## config.mk

```make
export PLATFORM = sky130hd
export DESIGN_NAME = mem_1rw_arb
export DESIGN_NICKNAME = d
export VERILOG_FILES = /design/src/rtl/mem_1rw_arb_pkg.sv /design/src/rtl/mem_1rw_arb_rr_arbiter.sv /design/src/rtl/mem_1rw_arb.sv
export SDC_FILE = /design/constraint.sdc
export NUM_CORES = 1
export LEC_CHECK = 0
export CORE_AREA = 5 5 132 134
export CTS_CLUSTER_DIAMETER = 100
export DETAILED_ROUTE_END_ITERATION = 12
export DIE_AREA = 0 0 137 139
export SLEW_MARGIN = 10
export SYNTH_ARGS = -nofsm -noshare
export SYNTH_HDL_FRONTEND = slang
export SYNTH_SLANG_ARGS = --single-unit
```

## constraint.sdc

```tcl
create_clock -name clock -period 2 [get_ports clock]
set_input_delay 0.4 -clock clock [delete_from_list [all_inputs] [get_ports clock]]
set_output_delay 0.4 -clock clock [all_outputs]
set_load 0.01 [all_outputs]
```

## src/rtl/mem_1rw_arb_pkg.sv

```systemverilog
// Shared types and the round-robin pick function for mem_1rw_arb.
// The zero-fill state is only used when MEM_1RW_ARB_INIT_EN is defined.
package mem_1rw_arb_pkg;

    typedef enum logic {INIT, RUN} arb_state_e;

    // Modules narrow these to their own NREQ; $clog2(NREQ) gives the index width.
    localparam int MAX_NREQ  = 8;
    localparam int MAX_IDX_W = $clog2(MAX_NREQ);

    // One-hot grant to the first set bit of valid at or after ptr, wrapping at nreq.
    function automatic logic [MAX_NREQ-1:0] rr_pick(
        input logic [MAX_NREQ-1:0]  valid,
        input logic [MAX_IDX_W-1:0] ptr,
        input int                   nreq
    );
        logic [MAX_NREQ-1:0]  grant;
        logic                 found;
        logic [MAX_IDX_W-1:0] idx;
        grant = '0;
        found = 1'b0;
        for (int k = 0; k < MAX_NREQ; k++) begin
            idx = MAX_IDX_W'((int'(ptr) + k) % nreq);
            if (k < nreq && !found && valid[idx]) begin
                grant[idx] = 1'b1;
                found      = 1'b1;
            end
        end
        return grant;
    endfunction

endpackage

```

## src/rtl/mem_1rw_arb_rr_arbiter.sv

```systemverilog
// Round-robin arbiter: combinational one-hot pick plus the rotating priority pointer.
module rr_arbiter
    import mem_1rw_arb_pkg::*;
#(
    parameter  int NREQ  = 2,
    localparam int IDX_W = $clog2(NREQ)
) (
    input  logic             clock,
    input  logic             reset,
    input  logic             enable,
    input  logic [NREQ-1:0]  valid,
    output logic [NREQ-1:0]  grant,
    output logic [IDX_W-1:0] winner,
    output logic             granted
);

    logic [MAX_NREQ-1:0] valid_ext;
    logic [MAX_NREQ-1:0] pick;
    logic [IDX_W-1:0]    rr_ptr;

    always_comb begin
        valid_ext             = '0;
        valid_ext[NREQ-1:0]   = valid;
        pick                  = rr_pick(valid_ext, MAX_IDX_W'(rr_ptr), NREQ);
        grant                 = enable ? pick[NREQ-1:0] : '0;
        granted               = enable & (|pick);
        winner                = '0;
        for (int i = 0; i < NREQ; i++) begin
            if (grant[i]) begin
                winner = IDX_W'(i);
            end
        end
    end

    // Priority moves just past the last winner; it holds when nothing is granted.
    always_ff @(posedge clock or posedge reset) begin
        if (reset) begin
            rr_ptr <= '0;
        end else if (granted) begin
            rr_ptr <= (winner == IDX_W'(NREQ - 1)) ? '0 : winner + 1'b1;
        end
    end

endmodule

```

## src/rtl/mem_1rw_arb.sv

```systemverilog
// Shares one 1RW synchronous RAM between NREQ requesters and routes read data back.
// Define MEM_1RW_ARB_INIT_EN to zero-fill the RAM after every reset.
module mem_1rw_arb
    import mem_1rw_arb_pkg::*;
#(
    parameter  int NREQ   = 2,
    parameter  int ADDR_W = 5,
    parameter  int DATA_W = 64,
    localparam int IDX_W  = $clog2(NREQ)
) (
    input  logic                     clock,
    input  logic                     reset,
    input  logic [NREQ-1:0]          req_valid,
    output logic [NREQ-1:0]          req_ready,
    input  logic [NREQ*ADDR_W-1:0]   req_addr,
    input  logic [NREQ-1:0]          req_wmode,
    input  logic [NREQ*DATA_W-1:0]   req_wdata,
    output logic [NREQ-1:0]          resp_valid,
    output logic [DATA_W-1:0]        resp_rdata,
    output logic                     busy_init,
    output logic [ADDR_W-1:0]        RW0_addr,
    output logic                     RW0_en,
    output logic                     RW0_clk,
    output logic                     RW0_wmode,
    output logic [DATA_W-1:0]        RW0_wdata,
    input  logic [DATA_W-1:0]        RW0_rdata
);

    arb_state_e       state;
    logic             run_en;
    logic             granted;
    logic [IDX_W-1:0] winner;
    logic             pend;
    logic [IDX_W-1:0] pend_id;

`ifdef MEM_1RW_ARB_INIT_EN
    arb_state_e        state_next;
    logic [ADDR_W-1:0] init_cnt;

    always_ff @(posedge clock or posedge reset) begin
        if (reset) begin
            state    <= INIT;
            init_cnt <= '0;
        end else begin
            state <= state_next;
            if (state == INIT) begin
                init_cnt <= init_cnt + 1'b1;
            end
        end
    end

    always_comb begin
        state_next = state;
        if (state == INIT && init_cnt == '1) begin
            state_next = RUN;
        end
    end

    assign busy_init = (state == INIT);
`else
    assign state     = RUN;
    assign busy_init = 1'b0;
`endif

    // Grants are held off while reset is asserted so nothing reaches the RAM.
    assign run_en = (state == RUN) && !reset;

    rr_arbiter #(.NREQ(NREQ)) u_arb (
        .clock   (clock),
        .reset   (reset),
        .enable  (run_en),
        .valid   (req_valid),
        .grant   (req_ready),
        .winner  (winner),
        .granted (granted)
    );

    always_comb begin
        RW0_en    = 1'b0;
        RW0_wmode = 1'b0;
        RW0_addr  = '0;
        RW0_wdata = '0;
`ifdef MEM_1RW_ARB_INIT_EN
        if (state == INIT && !reset) begin
            RW0_en    = 1'b1;
            RW0_wmode = 1'b1;
            RW0_addr  = init_cnt;
        end
`endif
        if (granted) begin
            RW0_en    = 1'b1;
            RW0_wmode = req_wmode[winner];
            RW0_addr  = req_addr[int'(winner)*ADDR_W +: ADDR_W];
            RW0_wdata = req_wdata[int'(winner)*DATA_W +: DATA_W];
        end
    end

    // RAM read data lands one cycle after the enable, so remember who asked.
    always_ff @(posedge clock or posedge reset) begin
        if (reset) begin
            pend    <= 1'b0;
            pend_id <= '0;
        end else begin
            pend    <= granted && !RW0_wmode;
            pend_id <= winner;
        end
    end

    always_comb begin
        resp_valid = '0;
        if (pend) begin
            resp_valid[pend_id] = 1'b1;
        end
    end

    assign resp_rdata = RW0_rdata;
    assign RW0_clk    = clock;

endmodule

```

### Word-level counts from Yosys, hierarchy flattened

Cells that the tools add are included.
Widths: inputs -> output; s select.

| operators by class | value |
|---|---|
| equality and inequality tests | 0 |
| bitwise operators | 3 |
| multipliers | 1 |
| add/sub/neg operators | 2 |
| order comparisons | 7 |
| shift operators | 2 |
| multiplexer cells | 23 |
| div/mod/pow operators | 0 |
| reductions and logical operators | 9 |

Operators by type and width:

| operator | count |
|---|---|
| $shiftx 128x8->64 | 1 |
| $mux 64 | 1 |
| $mux 1 | 13 |
| $shiftx 10x5->5 | 1 |
| $mux 8 | 1 |
| $or 8x8->8 | 1 |
| $reduce_or 8->1 | 1 |
| $mux 2 | 3 |
| $logic_and 1x1->1 | 5 |
| $mux 5 | 1 |
| $lt 1x2->1 const B | 2 |
| $lt 1x4->1 const B | 1 |
| $lt 3x4->1 const B | 1 |
| $mul 1x3->4 const B | 1 |
| $ge 3x1->1 const B | 1 |
| $logic_not 1->1 | 3 |
| $add 1x1->1 const B | 2 |
| $bmux 1 s2 | 1 |
| $demux 1 s1 | 2 |
| $demux 1 s2 | 1 |
| $ge 1x1->1 const B | 2 |
| $and 1x1->1 | 1 |
| $and 1x1->1 const A | 1 |

| word-level totals | value |
|---|---|
| RAM bits | 0 |
| bits in registers | 3 |
| latch bits | 0 |
| memories kept | 0 |
| bits of input ports | 208 |
| bits in read-only memories | 0 |
| word-level logic and storage cells | 50 |
| output and inout port bits | 141 |

### Logic depth before layout (Yosys ltp)

Gate-level depths: netlist of the first run.

| logic depth | value |
|---|---|
| word-level depth | 15 |
| mapped depth | 5 |
| mapped depth without buffers | 2 |

### Modules after synthesis

Synthesis of the first run repeated with hierarchy kept, for this count alone.

| unflattened totals | value |
|---|---|
| cells, all modules | 239 |
| area total of the unflattened synthesis | 1910.6 sq um |

Modules (own cells, without submodules):

| module | cells an instance | seq. area each (sq um) | times used | area an instance (sq um) |
|---|---|---|---|---|
| mem_1rw_arb | 228 | 50.0 | 1 | 1830.5 |
| rr_arbiter | 11 | 25.0 | 1 | 80.1 |

==> results of run 1 <==
-- worst min path at each step --
| stage | start | to | cells past startpoint |
|---|---|---|---|
| after floorplan | reset | pend | 3 |
| after global placement | u_arb.rr_ptr | u_arb.rr_ptr | 1 |
| after detailed placement | u_arb.rr_ptr | u_arb.rr_ptr | 1 |
| after CTS | reset | pend_id | 5 |
| after global routing | reset | pend_id | 5 |
| final | reset | pend_id | 5 |
-- cell usage in the layout, fill, tap and decap left out --
cell                              instances
sky130_fd_sc_hd__o32ai_4                 19
sky130_fd_sc_hd__nand2b_1               141
sky130_fd_sc_hd__inv_1                    1
sky130_fd_sc_hd__nor2_1                   4
sky130_fd_sc_hd__a21bo_4                  1
sky130_fd_sc_hd__clkdlybuf4s15_1          2
sky130_fd_sc_hd__dfrtp_1                  3
sky130_fd_sc_hd__clkinv_2                 1
sky130_fd_sc_hd__buf_16                   9
sky130_fd_sc_hd__clkbuf_16                9
sky130_fd_sc_hd__buf_12                  11
sky130_fd_sc_hd__or2_1                    2
sky130_fd_sc_hd__clkdlybuf4s50_1        143
sky130_fd_sc_hd__dlygate4sd2_1            3
sky130_fd_sc_hd__nor2b_1                  1
sky130_fd_sc_hd__o32ai_2                 51
sky130_fd_sc_hd__buf_4                   16
sky130_fd_sc_hd__nor2b_4                  1
sky130_fd_sc_hd__o32ai_1                  1
sky130_fd_sc_hd__buf_6                    7
sky130_fd_sc_hd__a22o_1                   1
sky130_fd_sc_hd__buf_8                    1
sky130_fd_sc_hd__clkbuf_1                 1
sky130_fd_sc_hd__conb_1                   1
sky130_fd_sc_hd__and2_1                   1
sky130_fd_sc_hd__buf_2                   71
-- final cells by class --
class	count	area (sq um)	area share, %
Sequential cell	3	75.07	1.383
Tap cell	220	275.3	5.070
Inverter	2	8.758	0.1613
Clock buffer	8	162.7	2.996
Timing Repair Buffer	265	2581	47.55
Multi-Input combinational cell	224	2326	42.84
-- state kept, by name, summed over array words and instances (netlist names) --
signal,cells
pend_id,1
u_arb.rr_ptr,1
pend,1
-- logic make-up after synthesis --
family	share of synthesized area (%)
simple gates	31.71
flops	2.564
other cells	0.1281
buf+inv	26.28
compound gates	39.32
-- timing repair --
| item | CTS | global route |
|---|---|---|
| hold buffers | 0 | 0 |
| pin swaps | 24 | 32 |
| setup endpoints to repair | 74 | 56 |
| cloned | 9 | 4 |
| setup buffers | 15 | 7 |
| resized for setup | 310 | 18 |
| hold endpoints to repair | 0 | 0 |
-- metrics by stage --
| step | TNS (ns) | worst slack [ns] | total power (W) | utilization (%) |
|---|---|---|---|---|
| floorplan | 0 | 0.4809 | 0.0008592 | - |
| global placement | -38.23 | -0.6229 | 0.001314 | 29.90 |
| CTS | -2.564 | -0.1485 | 0.002135 | 31.75 |
| global route | -6.194 | -0.1917 | 0.002358 | 33.57 |
| finish | -2.915 | -0.1316 | 0.002235 | 33.57 |
| detailed placement | -38.84 | -0.6177 | 0.001333 | 29.90 |
-- critical path: stages, from the launching register on --
cell	delay, ns
sky130_fd_sc_hd__dfrtp_1	0.42
sky130_fd_sc_hd__nor2b_4	0.07
sky130_fd_sc_hd__buf_12	0.13
sky130_fd_sc_hd__buf_12	0.13
sky130_fd_sc_hd__buf_12	0.13
sky130_fd_sc_hd__buf_6	0.11
sky130_fd_sc_hd__o32ai_2	0.23
sky130_fd_sc_hd__buf_2	0.18
-- metal layers --
layer | vias up | track usage, % | wire, um
met3 | 46 | 3.882 | 1245
met4 | 0 | 5.515 | 513
met5 | - | 0 | 0
met2 | 178 | 21.48 | 6429
li1 | 1455 | - | -
met1 | 1436 | 12.79 | 4615
-- where the power goes --
group / internal, W / switching (W) / total [W]
sequential: 0.0000680 / 0.00000762 / 0.0000756
combinational: 0.000878 / 0.000636 / 0.00151
clock: 0.000536 / 0.000110 / 0.000646
total: 0.00148 / 0.000753 / 0.00224
==> impl_metrics.py, run 1 <==
metrics = {
    "outcome": {
        "result_of_the_run": "finished with violations",
        "failed_checks": "setup timing",
    },
    "routing": {
        "dr.first_iter.drc_count": 69,
        "number_of_drc_violations_after_detailed_routing": 0,
        "route.detailed.vias_per_inst": 4.314,
        "routed_len_inst_um": 17.73,
        "wirelength_mm": 12.80,
        "antenna_violating_nets_post_route": 0,
        "detailedRoute.firstPassIterationCount": 4,
        "vias": 3115,
    },
    "layout": {
        "num-fill-cells": 1651,
        "design_area_sq_um": 5429,
        "stdcell_count": 722,
        "area_delta_synth_final_pct": 85.43,
        "num-nets-final": 711,
        "antenna-diode-count": 0,
        "drive_above_1_share_pct": 39.24,
    },
    "timing": {
        "finalHoldViolations": 0,
        "timing.final.crit_share_pct": 106.6,
        "grt_setup_unrepaired": "true",
        "finalClockSkew_ns": 0.0006394,
        "min_period_ns": 2.132,
        "fin_hold_ws_ns": 0.4417,
        "setup_viol": 41,
        "fmax_mhz": 469.1,
        "setup_ws_post_layout_ns": -0.1316,
        "maxSlewViolCount": 0,
    },
    "synth": {
        "synth_area_sq_um": 2928,
        "synth_seq_area_share_pct": 2.564,
        "synthCells": 335,
        "mappedNetlistNets": 543,
        "ys_warn_count": 0,
        "netlist_top_cells_count": "sky130_fd_sc_hd__nand2b_1 (141), sky130_fd_sc_hd__buf_4 (74), sky130_fd_sc_hd__o32ai_2 (68)",
        "yosysUniqueCellTypes": 17,
        "synth_enable_flop_cells": 0,
        "syn_avg_cell_area_sq_um": 8.740,
        "synth-main-ff-cell": "sky130_fd_sc_hd__dfrtp_1",
        "synth.ff_latch_count": 3,
        "post-synth-top-area-cell": "sky130_fd_sc_hd__o32ai_2",
        "synth_top_area_share_pct": 37.78,
        "post-synth-top-count-cell": "sky130_fd_sc_hd__nand2b_1",
        "cell_types_occupying_the_most_area_after_synthesis": "sky130_fd_sc_hd__o32ai_2 (38%), sky130_fd_sc_hd__nand2b_1 (30%), sky130_fd_sc_hd__buf_4 (19%)",
        "ys_async_sr_fraction_pct": 100.0,
    },
    "floorplan": {
        "num_io_pins": 349,
        "placeableCoreArea_sq_um": 16170,
        "floorplan.initialDensity_pct": 18.10,
        "die_h_um": 139,
        "num_rows": 47,
        "dieArea_sq_um": 19040,
        "die-width_um": 137,
    },
    "power": {
        "leakage_component_of_the_power_nw": 2.014,
        "pwr_density_cell_nw_per_um2": 411.7,
        "power.ir.vdd_worst_mv": 0.3208,
    },
    "setup_path": {
        "critical_register_to_register_path_endpoint": "pend",
        "critPathMaxFanout": 5,
        "r2r-start": "u_arb.rr_ptr",
        "startpoint_type": "flip-flop",
        "worstSetupPathType": "flip-flop to output pin",
        "worst_ep_required_time_ns": 1.60,
        "worstSetupEndpointType": "output pin",
        "crit_start": "u_arb.rr_ptr",
        "arrival_ns": 1.73,
        "capturing_element_of_the_worst_setup_path": "RW0_wdata[24]",
        "worstRegToRegCells": 7,
        "reg2reg_setup_slack_ns": 0.48,
    },
    "global_routing": {
        "grt_first_pass_wirelength_mm": 18.51,
        "grt_max_degree": 74,
        "global_route.usage.total_pct": 12.08,
        "grt_pass1_vias": 3399,
        "gr-total-overflow": 0,
        "antenna_found_initial": 0,
    },
    "place": {
        "cell_count_post_placement": 682,
        "port_buffers": 219,
        "dpl-instance-area_sq_um": 4836,
        "detailed_placement_hpwl_mm": 8.542,
        "routabilityCongestion": 0.7224,
    },
    "clock_network": {
        "insertion_delay_ns": 0.33,
        "clk_pin_slew_ns": 0.03,
        "cts_tree": "done",
    },
    "run": {
        "cap_violations": 0,
    },
    "hold_path": {
        "hold_path_class": "input port to async pin",
    },
}
No activity file was read; power rests on OpenSTA's default activity.
==> run 2, diff against run 1 <==
Settings changed: CELL_PAD_IN_SITES_DETAIL_PLACEMENT from default to 0, CELL_PAD_IN_SITES_GLOBAL_PLACEMENT from default to 1, CORE_AREA 5 5 132 134 to 5 5 131 133, DIE_AREA 0 0 137 139 to 0 0 136 138, PLACE_DENSITY_LB_ADDON from default to 0.1, SLEW_MARGIN 10 to 5.
==> run 2 against run 1 <==
- routed wire length up 3.2%
- the flow still finishes with violations (setup timing)
- non-clock buffer count shrank 14
- sequential power hardly changed
- register-to-register slack improved by 0.32 ns
- setup slack better by 0.10 ns
- first-iteration DRC count is 1.4% higher
- largest power group unchanged
- clock power is essentially flat
- critical path type unchanged
==> impl_metrics.py, run 2 (synthesis results as in run 1) <==
metrics = {
    "routing": {
        "route.detailed.vias_per_inst": 4.247,
        "routed_len_inst_um": 18.77,
        "detailedRoute.firstPassIterationCount": 4,
        "vias": 2990,
        "number_of_drc_violations_after_detailed_routing": 0,
        "dr.first_iter.drc_count": 70,
        "wirelength_mm": 13.21,
        "antenna_violating_nets_post_route": 0,
    },
    "setup_path": {
        "crit_path_cell_trace": "a21bo_4 > buf_12 > buf_16 > o32ai_4 > buf_2",
        "critical_register_to_register_path_endpoint": "pend",
        "startpoint_type": "flip-flop",
        "worstPathBufferInverterCount": 3,
        "critical-path-max-stage-delay_ns": 0.42,
        "worstSetupEndpointType": "output pin",
        "arrival_ns": 1.63,
        "crit_slowest_cell": "sky130_fd_sc_hd__dfrtp_1",
        "worstRegToRegCells": 3,
        "critical-path-top-delay-family": "buffers and inverters",
        "levels_on_crit_path": 5,
        "crit_start": "u_arb.rr_ptr",
        "reg2reg_setup_slack_ns": 0.80,
        "r2r-start": "u_arb.rr_ptr",
        "worst_ep_required_time_ns": 1.60,
        "critPathMaxFanout": 6,
        "worstSetupPathType": "flip-flop to output pin",
    },
    "floorplan": {
        "floorplan.initialDensity_pct": 18.63,
        "dieArea_sq_um": 18770,
        "placeableCoreArea_sq_um": 15710,
        "num_io_pins": 349,
        "num_rows": 46,
        "die-width_um": 136,
        "die_h_um": 138,
    },
    "place": {
        "dpl-instance-area_sq_um": 4841,
        "routabilityCongestion": 0.6981,
        "port_buffers": 219,
        "detailed_placement_hpwl_mm": 9.227,
        "cell_count_post_placement": 681,
        "place_ws_ns": -0.6344,
    },
    "layout": {
        "area_delta_synth_final_pct": 75.47,
        "reg_top3": "pend (1), pend_id (1), u_arb.rr_ptr (1)",
        "num-nets-final": 697,
        "most-common-layout-cells": "sky130_fd_sc_hd__clkdlybuf4s50_1 (143), sky130_fd_sc_hd__nand2b_1 (141), sky130_fd_sc_hd__buf_2 (67)",
        "antenna-diode-count": 0,
        "stdcell_count": 704,
        "multi_input_combinational_cell_area_sq_um": 2225,
        "num-fill-cells": 1674,
        "design_area_sq_um": 5137,
        "drive_above_1_share_pct": 37.91,
        "layout_commonest_cell": "sky130_fd_sc_hd__clkdlybuf4s50_1",
        "seq_area_sq_um": 75.07,
        "postLayoutCoreUtil_pct": 32.70,
    },
    "power": {
        "leakage_component_of_the_power_nw": 1.921,
        "power.ir.vdd_worst_mv": 0.5898,
        "pwr_density_cell_nw_per_um2": 402.7,
    },
    "timing": {
        "timing.final.crit_share_pct": 101.6,
        "setup_viol": 10,
        "finalSetupTns_ns": -0.2321,
        "grt_setup_unrepaired": "true",
        "finalClockSkew_ns": 0.0005709,
        "fmax_mhz": 492.4,
        "finalHoldViolations": 0,
        "setup_ws_post_layout_ns": -0.03100,
        "maxSlewViolCount": 0,
        "min_period_ns": 2.031,
    },
    "global_routing": {
        "global_route.usage.total_pct": 12.84,
        "grt_max_degree": 42,
        "grt_first_pass_wirelength_mm": 19.20,
        "antenna_found_initial": 0,
        "grt_pass1_vias": 3266,
        "gr-total-overflow": 0,
    },
    "run": {
        "cap_violations": 0,
    },
    "clock_network": {
        "cts_tree": "done",
        "clk_pin_slew_ns": 0.03,
        "postCtsHoldBufs": 0,
        "insertion_delay_ns": 0.33,
    },
    "hold_path": {
        "hold_path_class": "input port to async pin",
    },
    "outcome": {
        "result_of_the_run": "finished with violations",
        "failed_checks": "setup timing",
    },
}
run 2: cell count changes in the layout (fill, tap and decap cells not counted), moves of 2 or more:
| cell | delta |
|---|---|
| sky130_fd_sc_hd__buf_12 | -5 |
| sky130_fd_sc_hd__buf_16 | -3 |
| sky130_fd_sc_hd__buf_2 | -4 |
| sky130_fd_sc_hd__buf_4 | -4 |
| sky130_fd_sc_hd__clkdlybuf4s15_1 | -2 |
| sky130_fd_sc_hd__o32ai_2 | +9 |
| sky130_fd_sc_hd__o32ai_4 | -9 |
run 2: worst max-delay path by stage:
stage,end,slack [ns]
2_1_floorplan,RW0_clk,0.48
3_3_place_gp,RW0_wdata[17],-0.66
3_5_place_dp,RW0_wdata[17],-0.63
4_1_cts,RW0_wdata[5],-0.11
5_1_grt,RW0_wdata[25],-0.09
6_report,RW0_wdata[25],-0.03
run 2: what timing repair did:
item,CTS,global route
buffers inserted,6,0
setup endpoints to repair,74,68
resized for setup,301,24
cloned,7,4
pin swaps,3,26
run 2: cell type report:
| class | count | area share, % |
|---|---|---|
| Clock buffer | 8 | 3.166 |
| Inverter | 2 | 0.2435 |
| Multi-Input combinational cell | 224 | 43.30 |
| Sequential cell | 3 | 1.461 |
| Tap cell | 216 | 5.261 |
| Timing Repair Buffer | 251 | 46.57 |
run 2: stage by stage:
stage / power, W / hold WS, ns
3_3_place_gp: 0.001357 / 0.5273
4_1_cts: 0.002019 / 0.1903
6_report: 0.002069 / 0.1763
5_1_grt: 0.002204 / 0.2160
2_1_floorplan: 0.0008592 / 0.4718
3_5_place_dp: 0.001355 / 0.5305
run 2: report_power, final:
| group | switching (W) | internal [W] | leakage, nW |
|---|---|---|---|
| combinational | 0.000585 | 0.000761 | 1.80 |
| sequential | 0.00000737 | 0.0000680 | 0.0386 |
| clock | 0.000110 | 0.000537 | 0.0804 |
| total | 0.000703 | 0.00137 | 1.92 |
run 2: routing by layer:
layer	vias to the layer above	share of wire (%)	global-route usage, %
met5	-	0	0
met4	0	1.7	2.759
met3	29	9.5	4.536
met2	164	48	22.40
met1	1371	41	15.05
li1	1426	-	-
run 2: worst reg2reg max path, cell delays in order, from the launching register on:
cell,delay (ns)
sky130_fd_sc_hd__dfrtp_1,0.42
sky130_fd_sc_hd__a21bo_4,0.30
sky130_fd_sc_hd__buf_12,0.24
sky130_fd_sc_hd__o32ai_1,0.11
==> run 3, diff against run 2 <==
Settings changed: ABC_AREA from default to 1, CORE_AREA 5 5 131 133 to 5 5 134 136, DIE_AREA 0 0 136 138 to 0 0 139 141, GPL_ROUTABILITY_DRIVEN from default to 0.
==> run 3 against run 2 <==
- the flow still finishes with violations (setup timing)
- cell count is 14% higher
- fmax is 0.78% higher
- die area is 4.4% higher
- via count is 7.1% higher
- critical path type unchanged
- largest power group unchanged
==> impl_metrics.py, run 3 <==
metrics = {
    "floorplan": {
        "num_io_pins": 349,
        "die-width_um": 139,
        "floorplan.initialDensity_pct": 13.45,
        "num_rows": 48,
        "placeableCoreArea_sq_um": 16820,
        "dieArea_sq_um": 19600,
        "die_h_um": 141,
    },
    "routing": {
        "number_of_drc_violations_after_detailed_routing": 0,
        "vias": 3201,
        "detailedRoute.firstPassIterationCount": 4,
        "wirelength_mm": 12.69,
        "dr.first_iter.drc_count": 81,
        "route.detailed.vias_per_inst": 3.996,
        "routed_len_inst_um": 15.84,
        "antenna_violating_nets_post_route": 0,
    },
    "global_routing": {
        "antenna_found_initial": 0,
        "grt_max_degree": 31,
        "grt_pass1_vias": 3161,
        "grt_first_pass_wirelength_mm": 18.16,
        "gr-total-overflow": 0,
        "global_route.usage.total_pct": 11.58,
    },
    "setup_path": {
        "worstSetupPathType": "flip-flop to output pin",
        "worst_ep_required_time_ns": 1.60,
        "worstPathBufferInverterCount": 3,
        "critical-path-max-stage-delay_ns": 0.39,
        "critical-path-top-delay-family": "buffers and inverters",
        "crit_path_cell_trace": "clkinv_4 > nand2_8 > clkbuf_16 > nand3b_1 > nand2_1 > nor2_1 > clkdlybuf4s15_2",
        "critPathMaxFanout": 8,
        "worstRegToRegCells": 7,
        "critical_register_to_register_path_endpoint": "pend",
        "worstSetupEndpointType": "output pin",
        "arrival_ns": 1.62,
        "r2r-start": "u_arb.rr_ptr",
        "crit_slowest_cell": "sky130_fd_sc_hd__dfrtp_1",
        "startpoint_type": "flip-flop",
        "reg2reg_setup_slack_ns": 0.81,
    },
    "timing": {
        "finalSetupTns_ns": -0.01538,
        "timing.final.crit_share_pct": 100.8,
        "maxSlewViolCount": 0,
        "finalHoldViolations": 0,
        "grt_setup_unrepaired": "true",
        "setup_ws_post_layout_ns": -0.01538,
        "min_period_ns": 2.015,
        "setup_viol": 1,
        "fmax_mhz": 496.2,
        "finalClockSkew_ns": 0.0006269,
    },
    "layout": {
        "drive_above_1_share_pct": 24.31,
        "seq_area_sq_um": 75.07,
        "layout_commonest_cell": "sky130_fd_sc_hd__clkdlybuf4s50_1",
        "antenna-diode-count": 0,
        "num-fill-cells": 1899,
        "reg_top3": "pend (1), pend_id (1), u_arb.rr_ptr (1)",
        "multi_input_combinational_cell_area_sq_um": 1536,
        "area_delta_synth_final_pct": 108.5,
        "num-nets-final": 785,
        "most-common-layout-cells": "sky130_fd_sc_hd__clkdlybuf4s50_1 (142), sky130_fd_sc_hd__nand2_1 (75), sky130_fd_sc_hd__nor2_1 (71)",
    },
    "place": {
        "detailed_placement_hpwl_mm": 8.449,
        "port_buffers": 219,
    },
    "synth": {
        "synth_area_sq_um": 2262,
        "synth_seq_area_share_pct": 3.319,
        "ys_async_sr_fraction_pct": 100.0,
        "netlist_top_cells_count": "sky130_fd_sc_hd__nand2_1 (76), sky130_fd_sc_hd__nor2_1 (72), sky130_fd_sc_hd__buf_4 (70)",
        "synth_enable_flop_cells": 0,
        "synth-main-ff-cell": "sky130_fd_sc_hd__dfrtp_1",
        "mappedNetlistNets": 618,
        "synth_top_area_share_pct": 23.23,
        "post-synth-top-area-cell": "sky130_fd_sc_hd__buf_4",
        "post-synth-top-count-cell": "sky130_fd_sc_hd__nand2_1",
        "syn_avg_cell_area_sq_um": 5.517,
        "ys_warn_count": 0,
        "yosysUniqueCellTypes": 17,
        "synth.ff_latch_count": 3,
        "synthCells": 410,
        "cell_types_occupying_the_most_area_after_synthesis": "sky130_fd_sc_hd__buf_4 (23%), sky130_fd_sc_hd__nand3b_1 (23%), sky130_fd_sc_hd__a21oi_1 (15%)",
    },
    "power": {
        "power.ir.vdd_worst_mv": 0.4739,
        "p_comb_share_pct": 60.5,
        "pwr_density_cell_nw_per_um2": 383.4,
        "p_seq_share_pct": 3.9,
        "p_int_w": 0.001234,
        "leakage_component_of_the_power_nw": 2.094,
        "p_sw_w": 0.0005747,
        "clock_share_of_power_pct": 35.6,
        "swShare_pct": 31.78,
        "report.power.total_w": 0.001809,
    },
    "run": {
        "cap_violations": 0,
    },
    "clock_network": {
        "clk_pin_slew_ns": 0.03,
        "postCtsHoldBufs": 0,
        "cts_tree": "done",
        "insertion_delay_ns": 0.33,
    },
    "outcome": {
        "failed_checks": "setup timing",
        "result_of_the_run": "finished with violations",
    },
    "hold_path": {
        "hold_path_class": "input port to async pin",
    },
}
## run 3: logic make-up (layout without fill, tap and decap cells)
logic type             Yosys count  count (layout)  synth area share (%)
buffers and inverters          114             278                 32.13
AO/OA/AOI/OAI                   71              71                 15.71
AND/OR/NAND/NOR                221             223                 48.67
other                            1               1                0.1658
flip-flops                       3               3                 3.318
## run 3: power groups by stage
stage	Combinational (W)	Sequential [W]	Clock, W
6_report	0.00109	0.0000700	0.000644
5_1_grt	0.00119	0.0000709	0.000675
4_1_cts	0.00104	0.0000697	0.000661
3_5_place_dp	0.000984	0.0000687	0.0000509
3_3_place_gp	0.000989	0.0000689	0.0000509
2_1_floorplan	0.000522	0.0000684	0.0000412
## run 3: area by class of cell
type,instances,share of cell area (%)
Clock buffer,8,3.448
Inverter,10,0.9019
Multi-Input combinational cell,295,32.57
Sequential cell,3,1.592
Tap cell,225,5.968
Timing Repair Buffer,260,55.52
## run 3: layer usage
metal / GRT usage, % / share of wire, % / vias to the layer above / routed length, um
met5: 0 / 0 / - / 0
met4: 4.171 / 2.6 / 0 / 325
met3: 4.274 / 8.7 / 45 / 1099
met2: 19.30 / 47 / 152 / 6000
met1: 13.70 / 41 / 1398 / 5263
li1: - / - / 1606 / -
## run 3: worst register-to-register path, stage by stage (launching register included)
cell and delay, ns:
sky130_fd_sc_hd__dfrtp_1 0.37, sky130_fd_sc_hd__clkinv_4 0.13, sky130_fd_sc_hd__nand2_8 0.17, sky130_fd_sc_hd__nand2_2 0.10
sky130_fd_sc_hd__buf_4 0.15, sky130_fd_sc_hd__nand2_1 0.05, sky130_fd_sc_hd__nand2_1 0.04, sky130_fd_sc_hd__nor2_1 0.11
## run 3: worst max path at each step
stage / from / to / slack, ns / cells past startpoint
after global placement: req_valid[0] / RW0_wdata[5] / -0.66 / 7
after CTS: u_arb.rr_ptr / RW0_wdata[48] / -0.05 / 6
final: u_arb.rr_ptr / RW0_wdata[62] / -0.02 / 7
after global routing: u_arb.rr_ptr / RW0_wdata[62] / -0.08 / 7
after detailed placement: req_valid[1] / RW0_wdata[48] / -0.62 / 7
after floorplan: clock / RW0_clk / 0.48 / 1
## run 3: what timing repair did
| item | CTS | global route |
|---|---|---|
| resized for setup | 248 | 80 |
| pin swaps | 4 | 4 |
| setup buffers | 5 | 3 |
| gates cloned | 8 | 8 |
| setup endpoints to repair | 74 | 64 |
## run 3: stage by stage
stage | setup slack (ns) | cells | util, % | hold WS (ns) | instance area [sq um]
after floorplan | 0.4809 | 410 | - | 0.1411 | 2262
after global placement | -0.6631 | 770 | 25.58 | 0.5368 | 4302
after detailed placement | -0.6151 | 770 | 25.58 | 0.5418 | 4302
after CTS | -0.05480 | 790 | 27.89 | 0.1435 | 4690
after global routing | -0.07954 | 801 | 28.05 | 0.07642 | 4717
final | -0.01538 | 801 | 28.05 | 0.05042 | 4717
